$ cat config.mk
export PLATFORM = sky130hd
export DESIGN_NAME = dmi_responder
export DESIGN_NICKNAME = d
export VERILOG_FILES = /design/src/rtl/dmi_responder_pkg.sv /design/src/rtl/dmi_resp_regfile.sv /design/src/rtl/dmi_responder.sv
export SDC_FILE = /design/constraint.sdc
export NUM_CORES = 1
export LEC_CHECK = 0
export BUFFER_PORTS_ARGS = -buffer_cell sky130_fd_sc_hd__buf_2
export CAP_MARGIN = 10
export CORE_MARGIN = 2
export CORE_UTILIZATION = 35
export CTS_CLUSTER_SIZE = 14
export DETAILED_ROUTE_END_ITERATION = 6
export GPL_ROUTABILITY_DRIVEN = 0
export PLACE_DENSITY = 0.62
export SETUP_SLACK_MARGIN = 0.15
export SLEW_MARGIN = 20
export SYNTH_ARGS = -nofsm -noshare
export SYNTH_HDL_FRONTEND = slang
export SYNTH_SLANG_ARGS = --single-unit
export TNS_END_PERCENT = 50
$ cat constraint.sdc
create_clock -name clk_i -period 7.4 [get_ports clk_i]
set_clock_uncertainty 0.15 [all_clocks]
set_input_delay 0.74 -clock clk_i [delete_from_list [all_inputs] [get_ports clk_i]]
set_output_delay 0.74 -clock clk_i [all_outputs]
set_load 0.01 [all_outputs]
$ cat src/rtl/dmi_responder_pkg.sv
// -----------------------------------------------------------------------------
// dm package: shared DMI payload types, op encodings, response codes,
// debug-module register addresses and the responder FSM state type.
// Imported by dmi_responder and dmi_resp_regfile.
// -----------------------------------------------------------------------------
package dm;

    localparam int unsigned DmiAddrW = 7;
    localparam int unsigned DmiDataW = 32;
    localparam int unsigned DmiOpW   = 2;
    localparam int unsigned DmiRespW = 2;

    // DMI request payload
    typedef struct packed {
        logic [DmiAddrW-1:0] addr;
        logic [DmiOpW-1:0]   op;
        logic [DmiDataW-1:0] data;
    } dmi_req_t;

    // DMI response payload
    typedef struct packed {
        logic [DmiDataW-1:0] data;
        logic [DmiRespW-1:0] resp;
    } dmi_resp_t;

    // Op encodings; the remaining code (3) is handled like a nop
    localparam logic [DmiOpW-1:0] DTM_NOP   = 2'h0;
    localparam logic [DmiOpW-1:0] DTM_READ  = 2'h1;
    localparam logic [DmiOpW-1:0] DTM_WRITE = 2'h2;

    // Response codes
    localparam logic [DmiRespW-1:0] DTM_SUCCESS = 2'h0;
    localparam logic [DmiRespW-1:0] DTM_FAILED  = 2'h2;
    localparam logic [DmiRespW-1:0] DTM_BUSY    = 2'h3;

    // Register address map
    localparam logic [DmiAddrW-1:0] ADDR_DATA0     = 7'h04;
    localparam logic [DmiAddrW-1:0] ADDR_DMCONTROL = 7'h10;
    localparam logic [DmiAddrW-1:0] ADDR_DMSTATUS  = 7'h11;

    // Responder FSM states
    typedef enum logic [1:0] {
        IDLE   = 2'd0,
        ACCESS = 2'd1,
        RESP   = 2'd2
    } dmi_state_e;

endpackage : dm

$ cat src/rtl/dmi_resp_regfile.sv
// -----------------------------------------------------------------------------
// dmi_resp_regfile: debug-module register storage and address decode.
//   clk, rst    : clock, synchronous active-high reset (clears all storage)
//   we          : commit strobe for a write access
//   wr_op       : current access is a write (used for error decode)
//   addr, wdata : access address and write data
//   rdata_c     : read data for addr (0 when unmapped)
//   hit_c       : addr is a mapped register
//   err_c       : access would fail (unmapped, or write to dmstatus)
//   dmactive    : dmcontrol bit 0
//   haltreq     : dmcontrol bit 31
// -----------------------------------------------------------------------------
module dmi_resp_regfile
    import dm::*;
#(
    parameter int unsigned NrDataRegs  = 4,
    parameter logic [31:0] DmstatusVal = 32'h0000_0082
) (
    input  logic                clk,
    input  logic                rst,
    input  logic                we,
    input  logic                wr_op,
    input  logic [DmiAddrW-1:0] addr,
    input  logic [DmiDataW-1:0] wdata,
    output logic [DmiDataW-1:0] rdata_c,
    output logic                hit_c,
    output logic                err_c,
    output logic                dmactive,
    output logic                haltreq
);

    logic [DmiDataW-1:0] data_q [NrDataRegs];
    logic                dmactive_q;
    logic                haltreq_q;

    // Read decode
    always_comb begin
        rdata_c = '0;
        hit_c   = 1'b0;
        for (int i = 0; i < int'(NrDataRegs); i++) begin
            if (addr == DmiAddrW'(32'(ADDR_DATA0) + i)) begin
                hit_c   = 1'b1;
                rdata_c = data_q[i];
            end
        end
        if (addr == ADDR_DMCONTROL) begin
            hit_c   = 1'b1;
            rdata_c = {haltreq_q, 30'd0, dmactive_q};
        end
        if (addr == ADDR_DMSTATUS) begin
            hit_c   = 1'b1;
            rdata_c = DmstatusVal;
        end
        err_c = !hit_c || (wr_op && (addr == ADDR_DMSTATUS));
    end

    // Storage; writes to dmstatus or unmapped addresses simply match nothing
    always_ff @(posedge clk) begin
        if (rst) begin
            for (int i = 0; i < int'(NrDataRegs); i++) begin
                data_q[i] <= '0;
            end
            dmactive_q <= 1'b0;
            haltreq_q  <= 1'b0;
        end else if (we) begin
            for (int i = 0; i < int'(NrDataRegs); i++) begin
                if (addr == DmiAddrW'(32'(ADDR_DATA0) + i)) begin
                    data_q[i] <= wdata;
                end
            end
            if (addr == ADDR_DMCONTROL) begin
                dmactive_q <= wdata[0];
                haltreq_q  <= wdata[31];
            end
        end
    end

    assign dmactive = dmactive_q;
    assign haltreq  = haltreq_q;

endmodule : dmi_resp_regfile

$ cat src/rtl/dmi_responder.sv
// -----------------------------------------------------------------------------
// dmi_responder: DMI request/response handshake and access FSM in front of the
// debug-module register file.
//   clk_i, rst_i       : clock, synchronous active-high reset
//   dmi_clear_i        : flush any in-flight transaction
//   dmi_req_i / dmi_req_valid_i / dmi_req_ready_o    : request channel
//   dmi_resp_o / dmi_resp_valid_o / dmi_resp_ready_i : response channel
//   dmactive_o, haltreq_o : dmcontrol bit 0 / bit 31
// Optional feature macro: DMI_RESP_ERR_EN -- when defined, unmapped accesses,
// writes to dmstatus and op=3 respond with the failed code.
// -----------------------------------------------------------------------------
module dmi_responder
    import dm::*;
#(
    parameter int unsigned NrDataRegs  = 4,
    parameter logic [31:0] DmstatusVal = 32'h0000_0082
) (
    input  logic      clk_i,
    input  logic      rst_i,
    input  logic      dmi_clear_i,
    input  dmi_req_t  dmi_req_i,
    input  logic      dmi_req_valid_i,
    output logic      dmi_req_ready_o,
    output dmi_resp_t dmi_resp_o,
    output logic      dmi_resp_valid_o,
    input  logic      dmi_resp_ready_i,
    output logic      dmactive_o,
    output logic      haltreq_o
);

`ifdef DMI_RESP_ERR_EN
    localparam bit ErrEn = 1'b1;
`else
    localparam bit ErrEn = 1'b0;
`endif

    dmi_state_e state_q, state_d;
    dmi_req_t   req_q, req_d;
    dmi_resp_t  resp_q, resp_d;
    logic       resp_valid_q, resp_valid_d;
    logic       req_ready_q, req_ready_d;
    logic       regs_we_c;

    logic [DmiDataW-1:0] rdata_c;
    logic                hit_c;
    logic                err_c;

    dmi_resp_regfile #(
        .NrDataRegs  (NrDataRegs),
        .DmstatusVal (DmstatusVal)
    ) u_regfile (
        .clk      (clk_i),
        .rst      (rst_i),
        .we       (regs_we_c),
        .wr_op    (req_q.op == DTM_WRITE),
        .addr     (req_q.addr),
        .wdata    (req_q.data),
        .rdata_c  (rdata_c),
        .hit_c    (hit_c),
        .err_c    (err_c),
        .dmactive (dmactive_o),
        .haltreq  (haltreq_o)
    );

    // State and output registers
    always_ff @(posedge clk_i) begin
        if (rst_i) begin
            state_q      <= IDLE;
            req_q        <= '0;
            resp_q       <= '0;
            resp_valid_q <= 1'b0;
            req_ready_q  <= 1'b1;
        end else begin
            state_q      <= state_d;
            req_q        <= req_d;
            resp_q       <= resp_d;
            resp_valid_q <= resp_valid_d;
            req_ready_q  <= req_ready_d;
        end
    end

    // Next-state, access decode and response formation
    always_comb begin
        state_d   = state_q;
        req_d     = req_q;
        resp_d    = resp_q;
        regs_we_c = 1'b0;

        unique case (state_q)
            IDLE: begin
                if (dmi_req_valid_i && !dmi_clear_i) begin
                    req_d   = dmi_req_i;
                    state_d = ACCESS;
                end
            end
            ACCESS: begin
                resp_d = '0;
                case (req_q.op)
                    DTM_READ: begin
                        resp_d.data = rdata_c;
                        resp_d.resp = (ErrEn && !hit_c) ? DTM_FAILED : DTM_SUCCESS;
                    end
                    DTM_WRITE: begin
                        regs_we_c   = 1'b1;
                        resp_d.resp = (ErrEn && err_c) ? DTM_FAILED : DTM_SUCCESS;
                    end
                    DTM_NOP: begin
                        resp_d.resp = DTM_SUCCESS;
                    end
                    default: begin
                        resp_d.resp = ErrEn ? DTM_FAILED : DTM_SUCCESS;
                    end
                endcase
                state_d = RESP;
            end
            RESP: begin
                if (dmi_resp_ready_i) begin
                    state_d = IDLE;
                end
            end
            default: begin
                state_d = IDLE;
            end
        endcase

        // Flush: abandon the transaction, suppress any pending commit
        if (dmi_clear_i) begin
            state_d   = IDLE;
            resp_d    = '0;
            regs_we_c = 1'b0;
        end

        resp_valid_d = (state_d == RESP);
        req_ready_d  = (state_d == IDLE);
    end

    // Ready is additionally masked while a flush is requested
    assign dmi_req_ready_o  = req_ready_q && !dmi_clear_i;
    assign dmi_resp_o       = resp_q;
    assign dmi_resp_valid_o = resp_valid_q;

endmodule : dmi_responder
==> results of run 1 <==
[layer usage]
metal | global-route usage, % | up-vias | routed length (um)
met4 | 4.008 | 0 | 340
met3 | 2.839 | 26 | 1072
met5 | 0 | - | 0
li1 | - | 2699 | -
met2 | 25.26 | 140 | 8978
met1 | 20.45 | 2643 | 8973
[flip-flops by register name, indices dropped and copies added, names as in the netlist]
register	flops
dmi_resp_o	32
req_ready_q	1
req_q	41
state_q	2
dmi_resp_valid_o	1
u_regfile.dmactive	1
u_regfile.haltreq	1
u_regfile.data_q	128
[final cells by class]
| type | count | area (sq um) |
|---|---|---|
| Fill cell | 2271 | 13750 |
| Timing Repair Buffer | 95 | 518.0 |
| Multi-Input combinational cell | 471 | 2834 |
| Inverter | 3 | 11.26 |
| Tap cell | 319 | 399.1 |
| Clock buffer | 35 | 650.6 |
| Clock inverter | 4 | 17.52 |
| Sequential cell | 207 | 5428 |
[Yosys cell counts (2+ instances only)]
cell	instances
and2_1	129
edfxtp_1	128
nand2_1	122
dfxtp_1	79
a21oi_1	46
clkbuf_1	37
o21ai_0	30
nor2b_1	29
o221ai_1	28
a211o_1	24
nor2_1	12
mux2_2	8
clkbuf_2	6
mux2i_1	6
buf_2	4
o22ai_1	4
buf_1	3
buf_4	3
inv_1	3
nor3_1	3
a21boi_0	2
a21o_1	2
a2bb2oi_1	2
nand2b_1	2
or2_2	2
[power by group through the flow]
stage | combinational, mW | clock (mW) | sequential, mW
6_report | 0.119 | 1.03 | 1.28
5_1_grt | 0.133 | 1.09 | 1.28
4_1_cts | 0.121 | 1.05 | 1.28
3_5_place_dp | 0.120 | 0 | 1.30
3_3_place_gp | 0.119 | 0 | 1.30
2_1_floorplan | 0.0797 | 0 | 1.29
[cell families after synthesis]
group	Yosys count
other cells	1
buf+inv	56
compound gates	140
simple gates	315
flops	207
mux	14
[critical path, delay by kind of cell (launching register included)]
kind	cells	cell delay [ns]
AOI/OAI and AO/OA	1	0.51
buffers and inverters	3	1.29
and+or+nand+nor	1	0.15
DFF	1	0.52
[worst paths after layout]
kind | slack, ns | startpoint | to | cells after the start
worst min-delay path | 0.30 | dmi_resp_o[16] | dmi_resp_o[16] | 2
worst max-delay path | 4.41 | req_q[35] | u_regfile.data_q[3][16] | 5
worst max register to register | 4.41 | req_q[35] | u_regfile.data_q[3][16] | 5
worst min register to register | 0.30 | dmi_resp_o[16] | dmi_resp_o[16] | 2
==> run_results.csv, run 1 <==
group,metric,value,unit
yosys,ys_ff_latch,207,
layout,diodes,0,
floorplan,row_count,56,
layout,fin_area,9858,sq um
placement,placedInstanceArea,9188,sq um
pwr,p_comb_share,4.9,%
pwr,pwr-share-clk,42.5,%
worst_setup_path,worstSetupStartpointType,"flop",
yosys,netlist.area_leader.share,45.46,%
detailed_routing,dr.pass1.iters,4,
yosys,syn_area,8456,sq um
yosys,yosysWarnings,0,
pwr,internal-power,1.899,mW
yosys,synth_top_family_by_area,"simple AND/OR/NAND/NOR gates",
yosys,ys_types,44,
floorplan,die_h,159.4,um
placement,dp_hpwl,12000,um
yosys,synth-edff-count,128,
layout,mostFrequentLayoutCells,"129 x and2_1, 128 x edfxtp_1, 122 x nand2_1",
pwr,power.leakage,3.838,nW
floorplan,ios,84,
pwr,power_frac_seq,52.6,%
clock_network,cts_resized,0,
worst_setup_path,end_kind,"flop",
global_routing,grt_pass1_wl,30660,um
clock_network,post-cts-setup-buffer-count,0,
layout,fin_util,41.75,%
pwr,power.switching,0.5263,mW
layout,mostFrequentLayoutCell,"and2_1",
worst_setup_path,critical_path_class,"flop to flop",
yosys,synth-simple-area-share,20.30,%
floorplan,initial_utilization,35.81,%
yosys,synthArstFlopShare,0,%
pwr,peakVddDrop,142.7,uV
pwr,switching_share,21.70,%
detailed_routing,wl_per_cell,17.08,um
yosys,synth-compound-area-share,10.95,%
timing,rsz0062_at_grt,"no",
yosys,yosysSeqAreaShare,64.16,%
clock_network,cts_buffers,22,
yosys,synthAdderAreaFrac,0,%
worst_setup_path,crit_top_cell,"buf_4",
clock_network,cts_max_level,1,
global_routing,grt.overflow.total,0,
timing,tns,0,ns
min_path,hold_class,"flop to flop",
clock_network,cts_hold_buf,0,
timing,maxSlewHeadroom,37.58,%
clock_network,cts_tree,"yes",
clock_network,cts_sinks,207,
detailed_routing,vias,5508,
worst_setup_path,cpPeakStageDelay,0.56,ns
job,cap_violations,0,
worst_setup_path,crit_chain,"buf_4, nand4_2, buf_4, o21bai_2, buf_4",
worst_setup_path,cp.required,7.42,ns
clock_network,clk_latency,0.51,ns
detailed_routing,route.detailed.drc,0,
yosys,synthTopCellsByArea,"edfxtp_1 45%, dfxtp_1 19%, and2_1 9.5%",
placement,pre_cts_ws,4.201,ns
timing,fin_crit,2.987,ns
placement,dp_cells,1095,
global_routing,grt_pass1_vias,5504,
yosys,netlist.top_cell.by_area,"edfxtp_1",
layout,syn2layout_area_growth,16.59,%
layout,fin_nets,846,
layout,layout.cells.non_filler,1134,
detailed_routing,antenna_left,0,
global_routing,grt_max_degree,53,
detailed_routing,drt-initial-drc-count,301,
floorplan,core_area,23610,sq um
global_routing,antenna_found_initial,0,
floorplan,die_area,25420,sq um
yosys,synth-xor-area-share,0,%
timing,hold_ws,0.2961,ns
yosys,ys.flop_type,"edfxtp_1",
placement,io_buffers,81,
worst_setup_path,crit_fanout,50,
timing,postLayoutSetupSlackWorst,4.413,ns
yosys,synthMuxAreaShare,1.776,%
layout,drive_gt1_share,18.28,%
timing,max_freq,334.8,MHz
pwr,cellPowerDensity,246.0,nW/um^2
worst_setup_path,crit_arrival,3.00,ns
timing,worstMarginPinSlew,0.9362,ns
outcome,status,"finished, final reports clean",
global_routing,grt_usage,15.19,%
timing,finalSetupViolations,0,
clock_network,cts.clk_slew.worst_paths,0.06,ns
yosys,syn_inst,733,
pwr,power,2.426,mW
worst_setup_path,slowest_stage,"buf_4",
detailed_routing,viasPerCell,4.857,
timing,period_share,40.37,%
detailed_routing,wl,19370,um
floorplan,die_w,159.4,um
yosys,avgSynthCellArea,11.54,sq um
clock_network,clockBufferDepth,3,
timing,finalHoldViolCount,0,
timing,slew_viol_final,0,
clock_network,cts-root-buf,"clkbuf_16",
(Power assumes the default switching activity.)
==> inputs of run 2 (changes only) <==
clock period = 2.8 ns   (was 7.4 ns; I/O delays follow)
==> run 2 against run 1 <==
  * Critical path depth did not move
  * Flip-flop and latch count did not move
  * Die area did not move
  * Critical endpoint is now u_regfile.data_q[2][20]
==> run_results.csv, run 2 (synthesis results as in run 1) <==
group,metric,value,unit
floorplan,core_area,23610,sq um
worst_setup_path,worstSetupStartpointType,"flop",
timing,period_share,79.56,%
layout,mostFrequentLayoutCell,"and2_1",
global_routing,antenna_found_initial,0,
detailed_routing,wl_per_cell,16.58,um
global_routing,grt_pass1_vias,5600,
clock_network,cts_hold_buf,42,
global_routing,grt_max_degree,52,
floorplan,row_count,56,
clock_network,cts-root-buf,"clkbuf_16",
layout,syn2layout_area_growth,23.53,%
floorplan,die_w,159.4,um
layout,fin_nets,904,
detailed_routing,drt-initial-drc-count,290,
timing,maxSlewHeadroom,57.95,%
placement,dp_hpwl,12700,um
min_path,hold_class,"primary input to flop",
pwr,peakVddDrop,314.1,uV
clock_network,cts_resized,0,
floorplan,ios,84,
worst_setup_path,cpPeakStageDelay,0.51,ns
clock_network,cts_tree,"yes",
worst_setup_path,slowest_stage,"nor4bb_1",
clock_network,clk_latency,0.50,ns
worst_setup_path,cp.required,2.81,ns
layout,largest_register_ffs,128,
timing,slew_viol_final,0,
floorplan,die_area,25420,sq um
floorplan,initial_utilization,35.81,%
layout,mostFrequentLayoutCells,"129 x and2_1, 128 x edfxtp_1, 122 x nand2_1",
clock_network,cts_max_level,1,
timing,rsz0062_at_grt,"no",
global_routing,grt_pass1_wl,31490,um
global_routing,grt_use_met2,25.99,%
worst_setup_path,crit_arrival,2.24,ns
layout,drive_gt1_share,18.76,%
worst_setup_path,end_kind,"flop",
detailed_routing,vias,5662,
detailed_routing,route.detailed.drc,0,
timing,tns,0,ns
clock_network,cts.clk_slew.worst_paths,0.06,ns
worst_setup_path,crit_chain,"nor4bb_1, nand2_1, nor2_1, a21o_1, buf_4",
pwr,power.leakage,4.127,nW
clock_network,cts_sinks,207,
clock_network,post-cts-setup-buffer-count,0,
timing,finalHoldViolCount,0,
timing,fin_crit,2.228,ns
clock_network,cts_buffers,23,
placement,placedInstanceArea,9291,sq um
pwr,cellPowerDensity,637.7,nW/um^2
placement,io_buffers,81,
detailed_routing,viasPerCell,4.746,
global_routing,met1_usage,21.81,%
worst_setup_path,critical_path_class,"flop to flop",
layout,fin_area,10450,sq um
job,cap_violations,0,
worst_setup_path,crit_fanout,21,
floorplan,die_h,159.4,um
timing,max_freq,448.9,MHz
timing,worstMarginPinSlew,0.6307,ns
outcome,status,"finished, final reports clean",
layout,top_register,"u_regfile.data_q",
global_routing,grt_use_met3,2.292,%
detailed_routing,wl,19780,um
detailed_routing,dr.pass1.iters,4,
global_routing,grt_usage,15.73,%
clock_network,clockBufferDepth,3,
detailed_routing,antenna_left,0,
layout,diodes,0,
global_routing,grt_busiest_layer,"met2",
global_routing,grt.overflow.total,0,
timing,finalSetupViolations,0,
[run 2: changes by cell type in the layout (fill, tap and decap cells not counted), moves of 2 or more]
cell           change
clkinv_1           +3
dlygate4sd3_1     +42
clkbuf_1           -5
bufinv_16          +2
a21o_1             +2
clkinv_2           +3
clkbuf_8           -2
a21o_2             -2
buf_4             +15
[run 2: path summary, 6_finish.rpt]
check / startpoint / to / slack [ns] / cells after the start
hold reg to reg: dmi_resp_o[25] / dmi_resp_o[25] / 0.29 / 2
setup reg to reg: state_q[0] / u_regfile.data_q[2][20] / 0.57 / 5
setup / recovery: state_q[0] / u_regfile.data_q[2][20] / 0.57 / 5
hold / removal: dmi_resp_ready_i / state_q[1] / 0.05 / 4
[run 2: critical path: cells and delay by family (launching register included)]
family | cells | cell delay, ns
flops | 1 | 0.43
buf+inv | 1 | 0.32
simple gates | 3 | 0.82
compound gates | 1 | 0.15
[run 2: stage by stage]
| stage | instances | hold WS [ns] | total power, mW | util, % | setup slack (ns) |
|---|---|---|---|---|---|
| floorplan | 734 | 0.2660 | 3.626 | - | 0.2740 |
| global route | 1193 | 0.06984 | 6.896 | 44.23 | 0.4302 |
| CTS | 1193 | 0.03112 | 6.726 | 44.23 | 0.5611 |
| finish | 1193 | 0.04892 | 6.661 | 44.23 | 0.5724 |
| global placement | 1110 | 0.2810 | 3.762 | 39.35 | 0.5968 |
| detailed placement | 1110 | 0.2878 | 3.769 | 39.35 | 0.5620 |
[run 2: area by class of cell]
type / count / area, sq um
Clock buffer: 29 / 629.4
Clock inverter: 12 / 103.9
Fill cell: 2264 / 13170
Inverter: 3 / 11.26
Multi-Input combinational cell: 471 / 2818
Sequential cell: 207 / 5428
Tap cell: 319 / 399.1
Timing Repair Buffer: 152 / 1056
[run 2: power by group]
part	total [mW]	internal (mW)	switching, mW	leakage (nW)
logic	0.376	0.165	0.211	1.80
registers	3.37	3.32	0.0500	1.97
clock network	2.92	1.77	1.15	0.363
[run 2: per-layer routing]
metal  wire length (um)  vias to the layer above
met2               9322                      120
met1               9187                     2694
met3                948                       21
met4                318                        0
li1                   -                     2827
met5                  0                        -
